==> src/rtl/mux_sched_pkg.sv <==
// mux_sched_pkg: shared constants and state type for the source-mux scheduler.
// Holds mux geometry, the idle select code and the two-state FSM encoding.
package mux_sched_pkg;

    localparam int N_SRC = 10;
    localparam int SEL_W = 7;
    localparam int DW    = 16;
    localparam int IDX_W = 4;

    // Mux select code that routes the zero input.
    localparam logic [SEL_W-1:0] SEL_IDLE = 7'd10;

    typedef enum logic {
        IDLE = 1'b0,
        XFER = 1'b1
    } state_e;

endpackage

==> src/rtl/mux_src_sched_rr_pick.sv <==
// rr_pick: combinational round-robin finder over N_SRC requesters.
// Ports: req (requests), ptr (last winner) -> found, idx (first set req after ptr, wrapping).
module rr_pick #(
    parameter int N_SRC = 10,
    parameter int IW    = 4
) (
    input  logic [N_SRC-1:0] req,
    input  logic [IW-1:0]    ptr,
    output logic             found,
    output logic [IW-1:0]    idx
);

    int          w_j;
    logic [IW-1:0] w_jj;

    // Walk offsets from far to near so the nearest hit after ptr wins.
    always_comb begin
        found = 1'b0;
        idx   = '0;
        w_j   = 0;
        w_jj  = '0;
        for (int k = N_SRC; k >= 1; k--) begin
            w_j = int'(ptr) + k;
            if (w_j >= N_SRC) begin
                w_j = w_j - N_SRC;
            end
            w_jj = IW'(w_j);
            if (req[w_jj]) begin
                found = 1'b1;
                idx   = w_jj;
            end
        end
    end

endmodule

==> src/rtl/mux_src_sched.sv <==
// mux_src_sched: round-robin owner of the shared source mux; streams the granted
// input out in bursts. Ports: clk, rst_n, enable, req -> sel, gnt, busy;
// mux_data -> out_data/out_valid with out_ready backpressure.
module mux_src_sched #(
    parameter int N_SRC     = mux_sched_pkg::N_SRC,
    parameter int SEL_W     = mux_sched_pkg::SEL_W,
    parameter int DW        = mux_sched_pkg::DW,
    parameter int MAX_BURST = 4
) (
    input  logic             clk,
    input  logic             rst_n,
    input  logic             enable,
    input  logic [N_SRC-1:0] req,
    output logic [SEL_W-1:0] sel,
    output logic [N_SRC-1:0] gnt,
    input  logic [DW-1:0]    mux_data,
    output logic [DW-1:0]    out_data,
    output logic             out_valid,
    input  logic             out_ready,
    output logic             busy
);

    import mux_sched_pkg::*;

    localparam int PW = $clog2(N_SRC);

    state_e           r_state, w_state_nxt;
    logic [PW-1:0]    r_ptr, w_ptr_nxt;
    logic [PW-1:0]    r_w, w_w_nxt;
    logic [3:0]       r_cnt, w_cnt_nxt;
    logic [SEL_W-1:0] r_sel, w_sel_nxt;
    logic [N_SRC-1:0] r_gnt, w_gnt_nxt;
    logic [DW-1:0]    r_data, w_data_nxt;
    logic             r_valid, w_valid_nxt;

    logic             w_found;
    logic [PW-1:0]    w_idx;
    logic             w_load_opp;

    rr_pick #(
        .N_SRC (N_SRC),
        .IW    (PW)
    ) u_pick (
        .req   (req),
        .ptr   (r_ptr),
        .found (w_found),
        .idx   (w_idx)
    );

    // A new beat may enter the output register when it is empty or draining.
    assign w_load_opp = !r_valid || out_ready;

    always_ff @(posedge clk or negedge rst_n) begin
        if (!rst_n) begin
            r_state <= IDLE;
            r_ptr   <= PW'(N_SRC - 1);
            r_w     <= '0;
            r_cnt   <= '0;
            r_sel   <= SEL_W'(SEL_IDLE);
            r_gnt   <= '0;
            r_data  <= '0;
            r_valid <= 1'b0;
        end else begin
            r_state <= w_state_nxt;
            r_ptr   <= w_ptr_nxt;
            r_w     <= w_w_nxt;
            r_cnt   <= w_cnt_nxt;
            r_sel   <= w_sel_nxt;
            r_gnt   <= w_gnt_nxt;
            r_data  <= w_data_nxt;
            r_valid <= w_valid_nxt;
        end
    end

    always_comb begin
        w_state_nxt = r_state;
        w_ptr_nxt   = r_ptr;
        w_w_nxt     = r_w;
        w_cnt_nxt   = r_cnt;
        w_sel_nxt   = r_sel;
        w_gnt_nxt   = r_gnt;
        w_data_nxt  = r_data;
        w_valid_nxt = r_valid;
        unique case (r_state)
            IDLE: begin
                // A beat left over from the last burst can still drain here.
                if (out_ready) begin
                    w_valid_nxt = 1'b0;
                end
                if (enable && w_found) begin
                    w_w_nxt          = w_idx;
                    w_ptr_nxt        = w_idx;
                    w_cnt_nxt        = '0;
                    w_sel_nxt        = SEL_W'(w_idx);
                    w_gnt_nxt        = '0;
                    w_gnt_nxt[w_idx] = 1'b1;
                    w_state_nxt      = XFER;
                end
            end
            XFER: begin
                if (w_load_opp) begin
                    if (req[r_w] && (r_cnt < 4'(MAX_BURST))) begin
                        w_data_nxt  = mux_data;
                        w_valid_nxt = 1'b1;
                        w_cnt_nxt   = r_cnt + 4'd1;
                    end else begin
                        // No load: register is empty or its beat is taken now.
                        w_valid_nxt = 1'b0;
                        w_sel_nxt   = SEL_W'(SEL_IDLE);
                        w_gnt_nxt   = '0;
                        w_state_nxt = IDLE;
                    end
                end
            end
            default: begin
                w_state_nxt = IDLE;
            end
        endcase
    end

    assign sel       = r_sel;
    assign gnt       = r_gnt;
    assign out_data  = r_data;
    assign out_valid = r_valid;
    assign busy      = (r_state == XFER);

endmodule

==> config.mk <==
export PLATFORM = sky130hd
export DESIGN_NAME = mux_src_sched
export DESIGN_NICKNAME = d
export VERILOG_FILES = /design/src/rtl/mux_sched_pkg.sv /design/src/rtl/mux_src_sched_rr_pick.sv /design/src/rtl/mux_src_sched.sv
export SDC_FILE = /design/constraint.sdc
export NUM_CORES = 1
export LEC_CHECK = 0
export ABC_CLOCK_PERIOD_IN_PS = 4800
export BUFFER_PORTS_ARGS = -buffer_cell sky130_fd_sc_hd__buf_2
export CORE_MARGIN = 3
export CORE_UTILIZATION = 53
export DETAILED_ROUTE_END_ITERATION = 6
export PLACE_DENSITY_LB_ADDON = 0.05
export SLEW_MARGIN = 20
export SYNTH_ARGS = -nofsm -noshare
export SYNTH_HDL_FRONTEND = slang
export SYNTH_HIERARCHICAL = 1
export SYNTH_SLANG_ARGS = --single-unit
==> constraint.sdc <==
create_clock -name clk -period 4.8 [get_ports clk]
set_input_delay 0.48 -clock clk [delete_from_list [all_inputs] [get_ports clk]]
set_output_delay 0.48 -clock clk [all_outputs]
set_load 0.01 [all_outputs]
# [Word level (Yosys, flattened, before mapping)]
# Cells that the tools add are included.
[word_totals] register_bits=47 input_bits=30 out_inout_bits=35 elab_cells=142
[op_classes] n_addsub=21 order_cmp=24 n_eq_ne=5 muxes=73 bitwise_logic=1 reduce_logical=10
[op_table] cell="2-to-1 mux 4 bit" count=23
[op_table] cell="less-than comparator 4 x 5 -> 1 bit, second input constant" count=12
[op_table] cell=">= comparator 5 x 4 -> 1 bit, second input constant" count=10
[op_table] cell="binary-select mux 1 bit (select 4 bit)" count=11
[op_table] cell="subtractor 4 bit, second input constant" count=10
[op_table] cell="2-to-1 mux 10 bit" count=3
[op_table] cell="2-to-1 mux 1 bit" count=27
[op_table] cell="2-to-1 mux 7 bit" count=3
[op_table] cell="adder 4 x 3 -> 5 bit, second input constant" count=4
[op_table] cell="case mux 10 bit (2 select lines)" count=1
[op_table] cell="adder 4 x 4 -> 5 bit, second input constant" count=3
[op_table] cell="case mux 7 bit (2 select lines)" count=1
[op_table] cell="adder 4 x 2 -> 5 bit, second input constant" count=2
[op_table] cell="AND reduction 3 bit" count=3
[op_table] cell="case mux 4 bit (2 select lines)" count=1
[op_table] cell="inequality test 2 bit, second input constant" count=3
[op_table] cell="adder 4 x 1 -> 5 bit, second input constant" count=1
[op_table] cell="adder 4 x 1 -> 4 bit, second input constant" count=1
[op_table] cell="demux 1 bit (select 4 bit)" count=1
[op_table] cell=">= comparator 4 x 1 -> 1 bit, second input constant" count=1
[op_table] cell="less-than comparator 4 x 3 -> 1 bit, second input constant" count=1
[op_table] cell="inequality test 2 x 1 -> 1 bit, second input constant" count=2
[op_table] cell="case mux 1 bit (2 select lines)" count=2
[op_table] cell="AND reduction 2 bit" count=2
[op_table] cell="other kinds (4)" count=6

# [Longest topological paths before layout]
# Gate-level depths: netlist (run 1).
[logic_depth] word_depth=21 mapped_depth=21 ltp_nobuf=17

# [Cells and area by module]
# Netlist (run 1), hierarchy kept.
[by_module_without_submodules] mod="rr_pick" instances=1 cells_per_inst=367 area_each_um2=2590.0
[by_module_without_submodules] mod="mux_src_sched" instances=1 cells_per_inst=144 area_each_um2=1830.5

# [Least setup slack after synthesis (run 1)]
# OpenSTA, ideal clock, no wires.
[synth_timing] path_type="flip-flop to flip-flop" startpoint="register r_ptr[1]" endpoint="register r_gnt[8], in the netlist gnt[8]" setup_ns=0.121 t_arrival_ns=4.766 required_time_ns=4.679 slack_ns=-0.087 stages_incl_launch_ff=19 path_cell_list="dfrtp_1 -> clkbuf_1 -> buf_1 -> inv_1 -> ha_1 -> inv_2 -> ha_1 -> clkbuf_1 -> nor2b_1 -> o211ai_1 -> o32ai_1 -> o21a_1 -> a311oi_1 -> a221oi_1 -> o32a_1 -> or4b_1 -> a21oi_1 -> nor3_1 -> a22o_1"
[synth_via] elab_chain_len=21
[synth_rtl] item="from (decl)" line_no="mux_src_sched.sv:28" text="logic [PW-1:0] r_ptr, w_ptr_nxt;"
[synth_rtl] item="from (signal assigned)" line_no="mux_src_sched.sv:56" text="r_ptr <= PW'(N_SRC - 1);"
[synth_rtl] item="from (signal assigned)" line_no="mux_src_sched.sv:65" text="r_ptr <= w_ptr_nxt;"
[synth_rtl] item="adder 4 x 4 -> 5 bit" line_no="mux_src_sched_rr_pick.sv:23" text="w_j = int'(ptr) + k;"
[synth_rtl] item="subtractor 4 bit / >= comparator 5 x 4 -> 1 bit (equally long branches)" line_no="mux_src_sched_rr_pick.sv:25, mux_src_sched_rr_pick.sv:24"
[synth_rtl] item="2-to-1 mux 4 bit" line_no="mux_src_sched_rr_pick.sv:24" text="if (w_j >= N_SRC) begin"
[synth_rtl] item="binary-select mux 1 bit (select 4 bit)" line_no="mux_src_sched_rr_pick.sv:28" text="if (req[w_jj]) begin"
[synth_rtl] item="2-to-1 mux 1 bit (implied by the code)" line_no="mux_src_sched_rr_pick.sv:28"
[synth_rtl] item="2-to-1 mux 4 bit (9 in series)" line_no="mux_src_sched_rr_pick.sv:28"
[synth_rtl] item="2-to-1 mux 4 bit (*)" line_no="mux_src_sched_rr_pick.sv:28"
[synth_rtl] item="named net w_idx[1]" line_no="mux_src_sched.sv:37" text="logic [PW-1:0] w_idx;"
[synth_rtl] item="less-than comparator 4 x 5 -> 1 bit (implied by the code) / >= comparator 4 x 1 -> 1 bit (equally long branches)" line_no="mux_src_sched.sv:96" text="w_gnt_nxt[w_idx] = 1'b1;"
[synth_rtl] item="logical AND 1 bit (implied by the code)" line_no="mux_src_sched.sv:96"
[synth_rtl] item="2-to-1 mux 1 bit (implied by the code)" line_no="mux_src_sched.sv:96"
[synth_rtl] item="demux 1 bit (select 4 bit) (*)" line_no="mux_src_sched.sv:96"
[synth_rtl] item="2-to-1 mux 10 bit (*)" line_no="mux_src_sched.sv:90" text="if (enable && w_found) begin"
[synth_rtl] item="case mux 10 bit (2 select lines) (*)" line_no="mux_src_sched.sv:84" text="unique case (r_state)"
[synth_rtl] item="to (signal assigned)" line_no="mux_src_sched.sv:69" text="r_gnt <= w_gnt_nxt;"
[synth_rtl] item="to (decl)" line_no="mux_src_sched.sv:32" text="logic [N_SRC-1:0] r_gnt, w_gnt_nxt;"
# The timed path passes the listed nets; every way through them passes the cells marked *. The select of a mux whose other input is x is not followed.
# A chain may end at the register's enable or synchronous reset.

# [Worst setup path in the final report (run 1)]
[layout_timing] startpoint="register r_ptr[0]" endpoint="register r_gnt[8], in the netlist gnt[8]"
# The elaborated chain is that of the path after synthesis.

==> results of run 1 <==
logic make-up (layout without fill, tap and decap cells):
kind of cell             count (synthesis)  in the layout
AO/OA/AOI/OAI                          142            142
XOR/XNOR                                13             13
adder cells (fa/ha/maj)                 24             24
buffers and inverters                   47            112
flip-flops                              42             42
multiplexers                            57             57
other                                    1              3
AND/OR/NAND/NOR                        185            185
cell type report:
type,count,area [sq um]
Multi-Input combinational cell,424,3170
Clock inverter,2,37.5
Inverter,23,86.3
Sequential cell,42,1060
Clock buffer,6,72.6
Timing Repair Buffer,81,468
Fill cell,717,2910
Tap cell,102,128
path summary, 6_finish.rpt:
| check | to | slack [ns] | depth (start not counted) | startpoint |
|---|---|---|---|---|
| max | gnt[8] | 0.22 | 16 | r_ptr[0] |
| min | out_data[2] | 0.33 | 1 | rst_n |
| max reg2reg | gnt[8] | 0.22 | 16 | r_ptr[0] |
| min reg2reg | sel[0] | 0.48 | 1 | sel[0] |
| max in group asynchronous | sel[0] | 3.84 | 1 | rst_n |
| min in group clk | out_data[4] | 0.40 | 2 | mux_data[4] |
cells in the final DEF, fill, tap and decap left out, types with 18 or more instances in the layout:
cell and instances:
nand2_1 50, ha_1 23, inv_1 19, dfrtp_1 38, a21oi_1 26, buf_2 61
mux2i_1 27, o21ai_0 18, nor2_1 31, buf_4 19, mux2_2 19
per-stage QoR:
step / instance area [sq um] / hold slack [ns]
2_1_floorplan: 4430 / 0.184
3_3_place_gp: 4890 / 0.464
3_5_place_dp: 4890 / 0.468
4_1_cts: 5000 / 0.365
5_1_grt: 5020 / 0.398
6_report: 5020 / 0.327
flip-flops by register name, indices dropped and copies added (netlist names):
signal,flops
r_w,2
out_valid,1
r_ptr,4
busy,1
gnt,10
out_data,16
sel,4
r_cnt,4
cells in the mapped netlist (all sizes together), types with 3 or more instances:
| master | instances | area, sq um |
|---|---|---|
| nand2 | 50 | 188 |
| dfrtp | 38 | 951 |
| nor2 | 31 | 116 |
| a21oi | 27 | 135 |
| mux2i | 27 | 270 |
| mux2 | 26 | 319 |
| ha | 23 | 288 |
| inv | 22 | 82.6 |
| o21ai | 19 | 95.1 |
| nor2b | 18 | 115 |
| nor3 | 17 | 85.1 |
| buf | 13 | 96.3 |
| clkbuf | 11 | 41.3 |
| xnor2 | 11 | 96.3 |
| and2 | 10 | 65.1 |
| nand2b | 10 | 62.6 |
| nand3 | 10 | 50.1 |
| a22o | 9 | 78.8 |
| or3 | 8 | 50.1 |
| a211oi | 7 | 52.6 |
| o21a | 7 | 52.6 |
| o31ai | 7 | 52.6 |
| a21boi | 6 | 45.0 |
| a21o | 6 | 45.0 |
| a31oi | 5 | 31.3 |
| nand4 | 5 | 31.3 |
| a32o | 4 | 40.0 |
| and3 | 4 | 25.0 |
| dfstp | 4 | 105 |
| mux4 | 4 | 90.1 |
| a2111oi | 3 | 27.5 |
| a221oi | 3 | 32.5 |
| a2bb2oi | 3 | 26.3 |
| nand3b | 3 | 22.5 |
| o211a | 3 | 30.0 |
| o211ai | 3 | 22.5 |
| o22ai | 3 | 18.8 |
| o32ai | 3 | 26.3 |
| or2 | 3 | 18.8 |
metal layers:
metal | part of all wire | GRT usage | up-vias
met5 | 0 | 0 | -
met4 | 0.033 | 0.102 | 0
met3 | 0.080 | 0.0438 | 34
met2 | 0.46 | 0.441 | 213
met1 | 0.43 | 0.386 | 2099
li1 | - | - | 2035
repair_timing:
| action | in CTS | in global routing |
|---|---|---|
| hold buffers | 0 | 0 |
| setup endpoints to repair | 0 | 10 |
| endpoints found under the hold margin | 0 | 0 |
| gates resized for setup | 0 | 4 |
==> reports/results.ini, run 1 <==
[status]
status=complete, no violations

[finish]
final_cells=680
syn_to_final_growth_pct=13.5
layout.nets=631
drive_gt1_frac=0.249
fin_util=0.633
antenna_cells=0

[cts]
cts_setup_buffers=0
cts_buffer_depth=2
clk_latency_ns=0.30
clk_pin_slew_ns=0.10
cts_buffers=5
clock_sinks=42
cts_tree=yes
h-tree-depth=2
clk_root_buffer_cell=clkbuf_8

[floorplan]
start_util=0.558
die_h_um=97.3
rows=32
core_area_sq_mm=0.00793
fp.dieArea_sq_mm=0.00947
die_x_um=97.3
io_pins=65

[detailed_routing]
finalWirelength_um=13400
first_pass_iters=5
post_drt_wl_per_cell_um=19.8
drc_errors=0
dr_total_vias=4381
drt_iter0_markers=303
avgViaCountPerCell=6.44
ant_nets=0

[synth]
yosys.cell_types.count=85
muxShareOfSynthArea=0.154
yosys.area_share.simple=0.220
async_flop_share=1.00
synthAdderAreaFrac=0.0696
synth-xor-area-share=0.0275
synth_edf_count=0
yosys_warnings=6
synth_top_family_by_area=compound AO/OA/AOI/OAI gates
syn_avg_cell_area_sq_um=8.65
synth-compound-area-share=0.239
syn_inst=511
ys_seq_area_frac=0.239
synth-seq-cells=42
yosys_most_used_dff=dfrtp_1
synth_area_sq_mm=0.00442

[timing]
rsz0062_at_grt=false
finalHoldViolations=0
period_needed_ns=4.58
fin_tns_setup_ns=0
fmax_mhz=218
fin_ws_ns=0.221
slew_viol_final=0
period_share=0.954
setup_viol=0
tightest_slew_ns=1.07
fin_skew_ns=0.0197
relSlewSlack=0.286

[placed_design]
port_buffers=61
preCtsSetupSlack_ns=0.149
dp_cells=672
dp_hpwl_um=10200
place.gp.congestion=1.05

[critical_path]
end_kind=flop
cp_num_buf_inv=2
cp.required_ns=4.99
cp_max_fo=17
path_class=reg2reg
critPathMostFrequentCell=ha_1
cpLargestDelayFamily=compound AO/OA/AOI/OAI gates
max_stage_delay_ns=0.55
worstPathArrival_ns=4.76
crit_path_top_delay_cell=or4b_1
crit_chain=buf_4 > ha_1 > xor2_1 > inv_1 > ha_1 > nor2b_1 > o211ai_1 > o32ai_1 > o21a_1 > a311oi_2 > a221oi_1 > o32a_1 > or4b_1 > a21oi_2 > nor3_1 > a22o_1
critPathLaunchType=flop

[grt]
grt.overflow.total=0
grt_max_degree=43
track_usage=0.279
grt_pass1_wl_um=21700
antenna_found_initial=0
grt_pass1_vias=4280

[worst_hold_path]
hp-class=in2async

[flow_run]
drv_cap=0

Power of run 1 is left out: the tool's default activity adds up to more than one toggle a clock period on the data nets, which glitch-free logic cannot reach.
==> run 2: changes to the inputs <==
--- a/config.mk
+++ b/config.mk
@@ -8,7 +8,8 @@
 export ABC_CLOCK_PERIOD_IN_PS = 4800
 export BUFFER_PORTS_ARGS = -buffer_cell sky130_fd_sc_hd__buf_2
 export CORE_MARGIN = 3
-export CORE_UTILIZATION = 53
+export CORE_UTILIZATION = 54
+export CTS_BUF_LIST = sky130_fd_sc_hd__clkbuf_2
 export DETAILED_ROUTE_END_ITERATION = 6
 export PLACE_DENSITY_LB_ADDON = 0.05
 export SLEW_MARGIN = 20
==> constraint.sdc (replaced) <==
create_clock -name clk -period 4.8 [get_ports clk]
set_input_delay 0 -clock clk [delete_from_list [all_inputs] [get_ports clk]]
set_output_delay 0 -clock clk [all_outputs]
set_load 0.01 [all_outputs]
==> run 2 against run 1 <==
Die area down 1.7%. Sequential share of layout area fell by 0.83 points. Critical path depth fell by 1. Setup slack improved by 0.035 ns. Hold slack got worse by 0.20 ns.
==> reports/results.ini, run 2 (same netlist as run 1, synthesis figures left out) <==
[floorplan]
start_util=0.563  ; +0.00569
fp.dieArea_sq_mm=0.00931  ; -1.7%
die_h_um=96.5  ; -0.87%
rows=32  ; unchanged
core_area_sq_mm=0.00785  ; -1.0%
io_pins=65  ; unchanged
die_x_um=96.5  ; -0.87%

[detailed_routing]
met2_length_um=6200  ; +1.2%
finalWirelength_um=13600  ; +0.87%
post_drt_wl_per_cell_um=19.2  ; -2.7%
drc_errors=0  ; unchanged
met3_length_um=1040  ; -3.1%
first_pass_iters=5  ; unchanged
avgViaCountPerCell=6.25  ; -3.0%
wl_met1_um=6160  ; +6.1%
highest_layer=met4
dr_total_vias=4405  ; +0.55%
drt_iter0_markers=245  ; -19%
ant_nets=0  ; unchanged

[cts]
clk_pin_slew_ns=0.20  ; +0.10 ns
clock_sinks=42  ; unchanged
cts_buffer_depth=2  ; unchanged
clk_latency_ns=0.39  ; +0.09 ns
cts_buffers=5  ; unchanged
cts_tree=yes
clk_root_buffer_cell=clkbuf_2
h-tree-depth=2  ; unchanged

[timing]
fmax_mhz=220  ; +0.76%
setup_viol=0  ; unchanged
slew_viol_final=0  ; unchanged
relSlewSlack=0.399  ; +0.113
fin_skew_ns=0.0182  ; -0.00146 ns
fin_tns_setup_ns=0  ; unchanged
period_share=0.947  ; -0.00724
period_needed_ns=4.54  ; -0.0347 ns
rsz0062_at_grt=false
tightest_slew_ns=0.902  ; -0.165 ns
finalHoldViolations=0  ; unchanged

[finish]
fillers=659  ; -8.1%
final_cell_mix=buf_2 (61), nand2_1 (50), dfrtp_1 (38), nor2_1 (31), mux2i_1 (27)
layout.nets=656  ; +4.0%
drive_gt1_frac=0.257  ; +0.00791
syn_to_final_growth_pct=18.2
largest_reg_flops=16  ; unchanged
final_common_cell=buf_2
antenna_cells=0  ; unchanged

[critical_path]
cp.required_ns=5.10  ; +0.11 ns
worstPathArrival_ns=4.85  ; +0.09 ns
cp_max_fo=16  ; -1
critPathLaunchType=flop
path_class=reg2reg
end_kind=flop

[worst_hold_path]
hp-class=in2reg

[grt]
grt_pass1_wl_um=20700  ; -4.4%
grt_pass1_vias=3982  ; -7.0%
grt_max_degree=43  ; unchanged
grt.overflow.total=0  ; unchanged
antenna_found_initial=0  ; unchanged
track_usage=0.289  ; +0.0108

[flow_run]
drv_cap=0  ; unchanged

[status]
status=complete, no violations

[placed_design]
place.gp.congestion=1.04  ; -0.64%
port_buffers=61  ; unchanged
dp_hpwl_um=10100  ; -0.80%

[run 2: cell count changes in the layout (fill, tap and decap cells not counted), moves of 2 or more]
cell	previous run	this run
clkinv_2	0	2
dlygate4sd3_1	0	18
buf_4	19	26
clkbuf_2	0	5
clkbuf_8	5	0
[run 2: worst max-delay path, stage by stage (launching register included)]
cell      delay (ns)
dfstp_2         0.61
inv_1           0.09
ha_1            0.36
buf_4           0.25
ha_1            0.25
inv_1           0.07
a2111o_1        0.31
a31o_1          0.20
and2_4          0.18
mux2i_1         0.15
a311o_1         0.43
o32a_1          0.38
or4b_1          0.54
a21oi_2         0.28
nor3_1          0.14
a22o_1          0.21
[run 2: metal layers]
layer / global-route usage / vias up
li1: - / 2084
met1: 0.420 / 2110
met2: 0.451 / 189
met3: 0.0511 / 22
met4: 0.0607 / 0
met5: 0 / -
[run 2: per-stage QoR]
step | cells | util | hold slack (ns) | cell area, sq um | worst slack (ns)
2_1_floorplan | 513 | - | -0.296 | 4430 | 0.0387
3_3_place_gp | 679 | 0.629 | 0.164 | 4940 | 0.218
3_5_place_dp | 679 | 0.629 | 0.185 | 4940 | 0.102
4_1_cts | 705 | 0.661 | 0.107 | 5180 | 0.0792
5_1_grt | 705 | 0.666 | 0.125 | 5230 | 0.0139
6_report | 705 | 0.666 | 0.131 | 5230 | 0.256
[run 2: final cells by class]
| cell class | instances | area (sq um) | share of cell area |
|---|---|---|---|
| inverter | 23 | 86.3 | 0.0165 |
| sequential | 42 | 1060 | 0.202 |
| timing repair buffer | 106 | 701 | 0.134 |
| clock buffer | 5 | 25.0 | 0.00479 |
| tap | 102 | 128 | 0.0244 |
| multi-input combinational | 424 | 3190 | 0.610 |
| clock inverter | 3 | 40.0 | 0.00766 |
[run 2: worst paths after layout]
| kind | from | to | slack [ns] | depth (start not counted) |
|---|---|---|---|---|
| worst max-delay path | r_ptr[0] | gnt[8] | 0.26 | 15 |
| worst min-delay path | enable | r_ptr[0] | 0.13 | 4 |
| worst max register to register | r_ptr[0] | gnt[8] | 0.26 | 15 |
| worst min register to register | sel[0] | sel[0] | 0.51 | 1 |
| max in group asynchronous | rst_n | r_ptr[2] | 3.98 | 2 |
| min in group asynchronous | rst_n | out_data[5] | 0.24 | 2 |
[run 2: what timing repair did]
item	4_1_cts	5_1_grt
gates resized for setup	0	7
hold endpoints to repair	56	0
setup endpoints to repair	0	16
hold buffers	18	0
setup buffers	0	0
Power of run 2 is left out for the same reason.
==> run 3: changes to the inputs <==
--- a/config.mk
+++ b/config.mk
@@ -8,7 +8,7 @@
 export ABC_CLOCK_PERIOD_IN_PS = 4800
 export BUFFER_PORTS_ARGS = -buffer_cell sky130_fd_sc_hd__buf_2
 export CORE_MARGIN = 3
-export CORE_UTILIZATION = 54
+export CORE_UTILIZATION = 32
 export CTS_BUF_LIST = sky130_fd_sc_hd__clkbuf_2
 export DETAILED_ROUTE_END_ITERATION = 6
 export PLACE_DENSITY_LB_ADDON = 0.05
==> run 3 against run 2 <==
Setup slack gained 0.013 ns. Maximum frequency grew 0.29%. Final cell count grew 11%. Via count shrank 0.84%. Die area grew 64%.
==> reports/results.ini, run 3 (same netlist as run 1, synthesis figures left out) <==
[status]
status=complete, no violations

[timing]
fmax_mhz=221  ; +0.29%
setup_viol=0  ; unchanged
relSlewSlack=0.371  ; -0.0280
fin_skew_ns=0.0285  ; +0.0103 ns
period_needed_ns=4.53  ; -0.0132 ns
finalHoldViolations=0  ; unchanged
period_share=0.944  ; -0.00275
tightest_slew_ns=0.944  ; +0.0420 ns
slew_viol_final=0  ; unchanged
rsz0062_at_grt=false

[flow_run]
drv_cap=0  ; unchanged

[detailed_routing]
drc_errors=0  ; unchanged
post_drt_wl_per_cell_um=19.0  ; -1.3%
finalWirelength_um=14800  ; +9.5%
highest_layer=met4
drt_iter0_markers=264  ; +7.8%
avgViaCountPerCell=5.59  ; -11%
ant_nets=0  ; unchanged
first_pass_iters=5  ; unchanged
met2_length_um=6900  ; +11%
wl_met1_um=7140  ; +16%
dr_total_vias=4368  ; -0.84%
met3_length_um=611  ; -41%

[finish]
antenna_cells=0  ; unchanged
fin_util=0.400  ; -0.266
largest_reg_flops=16  ; unchanged
final_cell_area_sq_mm=0.00536  ; +2.6%
syn_to_final_growth_pct=21.3
drive_gt1_frac=0.262  ; +0.00533
layout.nets=659  ; +0.46%
final_common_cell=buf_2
final_cell_mix=buf_2 (61), nand2_1 (50), dfrtp_1 (37), nor2_1 (31), buf_4 (28)

[grt]
antenna_found_initial=0  ; unchanged
grt_max_degree=43  ; unchanged
grt_pass1_wl_um=23000  ; +11%
grt_pass1_vias=4126  ; +3.6%
grt.overflow.total=0  ; unchanged
track_usage=0.194  ; -0.0953

[cts]
clock_sinks=42  ; unchanged
clk_latency_ns=0.43  ; +0.04 ns
clk_pin_slew_ns=0.23  ; +0.03 ns
cts_buffer_depth=2  ; unchanged
clk_root_buffer_cell=clkbuf_2
cts_tree=yes
cts_buffers=5  ; unchanged
h-tree-depth=2  ; unchanged

[critical_path]
cpLargestDelayFamily=compound AO/OA/AOI/OAI gates
worstPathArrival_ns=4.89  ; +0.04 ns
cp_num_buf_inv=3  ; unchanged
crit_path_top_delay_cell=dfstp_2
path_class=reg2reg
critPathLaunchType=flop
cp_max_fo=16  ; unchanged
max_stage_delay_ns=0.69  ; +0.08 ns
cp.required_ns=5.16  ; +0.06 ns
end_kind=flop
crit_chain=inv_1 > ha_1 > buf_4 > ha_1 > inv_1 > a2111o_1 > a31o_1 > and2_4 > mux2i_1 > a311o_1 > o32a_1 > or4b_1 > a21oi_2 > nor3_1 > a22o_1

[floorplan]
io_pins=65  ; unchanged
fp.dieArea_sq_mm=0.0153  ; +64%
die_x_um=124  ; +28%
core_area_sq_mm=0.0134  ; +71%
start_util=0.330  ; -0.233
die_h_um=124  ; +28%
rows=42  ; +31%

[placed_design]
port_buffers=61  ; unchanged
dp_hpwl_um=11400  ; +12%
placed_area_sq_mm=0.00504  ; +2.0%
place.gp.congestion=0.985  ; -5.6%

[worst_hold_path]
hp-class=in2reg

==> run 3: worst register-to-register path: stages, from the launching register on <==
cell and delay, ns:
dfstp_2 0.69, inv_1 0.11, ha_1 0.32, buf_4 0.23, ha_1 0.24, inv_1 0.07, a2111o_1 0.31, a31o_1 0.20
and2_4 0.18, mux2i_1 0.15, a311o_1 0.42, o32a_1 0.37, or4b_1 0.52, a21oi_2 0.29, nor3_1 0.15, a22o_1 0.21
==> run 3: what timing repair did <==
action,CTS,global route
gates resized for setup,1,10
setup endpoints to repair,8,16
buffers inserted,0,1
endpoints found under the hold margin,58,0
hold buffers,19,0
==> run 3: routing by layer <==
layer  global-route usage  vias up
met1                0.278     2172
met2                0.310       85
met4               0.0339        0
met3               0.0325       18
met5                    0        -
li1                     -     2093
==> run 3: cell type report <==
class | instances | area, sq um
fillers | 1414 | 8040
multi-input cells | 424 | 3210
flip-flops and latches | 42 | 1060
repair buffers | 109 | 726
well taps | 176 | 220
inverters | 23 | 86.3
clock inverters | 2 | 37.5
clock buffers | 6 | 30.0
==> run 3: per-stage QoR <==
stage	setup WS, ns	cells	setup TNS, ns	hold slack (ns)
2_1_floorplan	0.0387	513	0	-0.296
3_3_place_gp	0.0683	754	0	0.189
5_1_grt	0.000786	782	0	0.152
6_report	0.269	782	0	0.165
3_5_place_dp	-0.000897	754	-0.000897	0.212
4_1_cts	0.0412	781	0	0.108
==> run 3: worst paths after layout <==
kind / endpoint / slack, ns / startpoint / cells after the start
worst min register to register: sel[3] / 0.51 / sel[3] / 2
worst max-delay path: gnt[8] / 0.27 / r_ptr[0] / 15
min in group asynchronous: out_data[11] / 0.25 / rst_n / 2
worst max register to register: gnt[8] / 0.27 / r_ptr[0] / 15
max in group asynchronous: r_ptr[1] / 3.93 / rst_n / 2
worst min-delay path: out_valid / 0.17 / req[2] / 5
Power of run 3 is left out for the same reason.
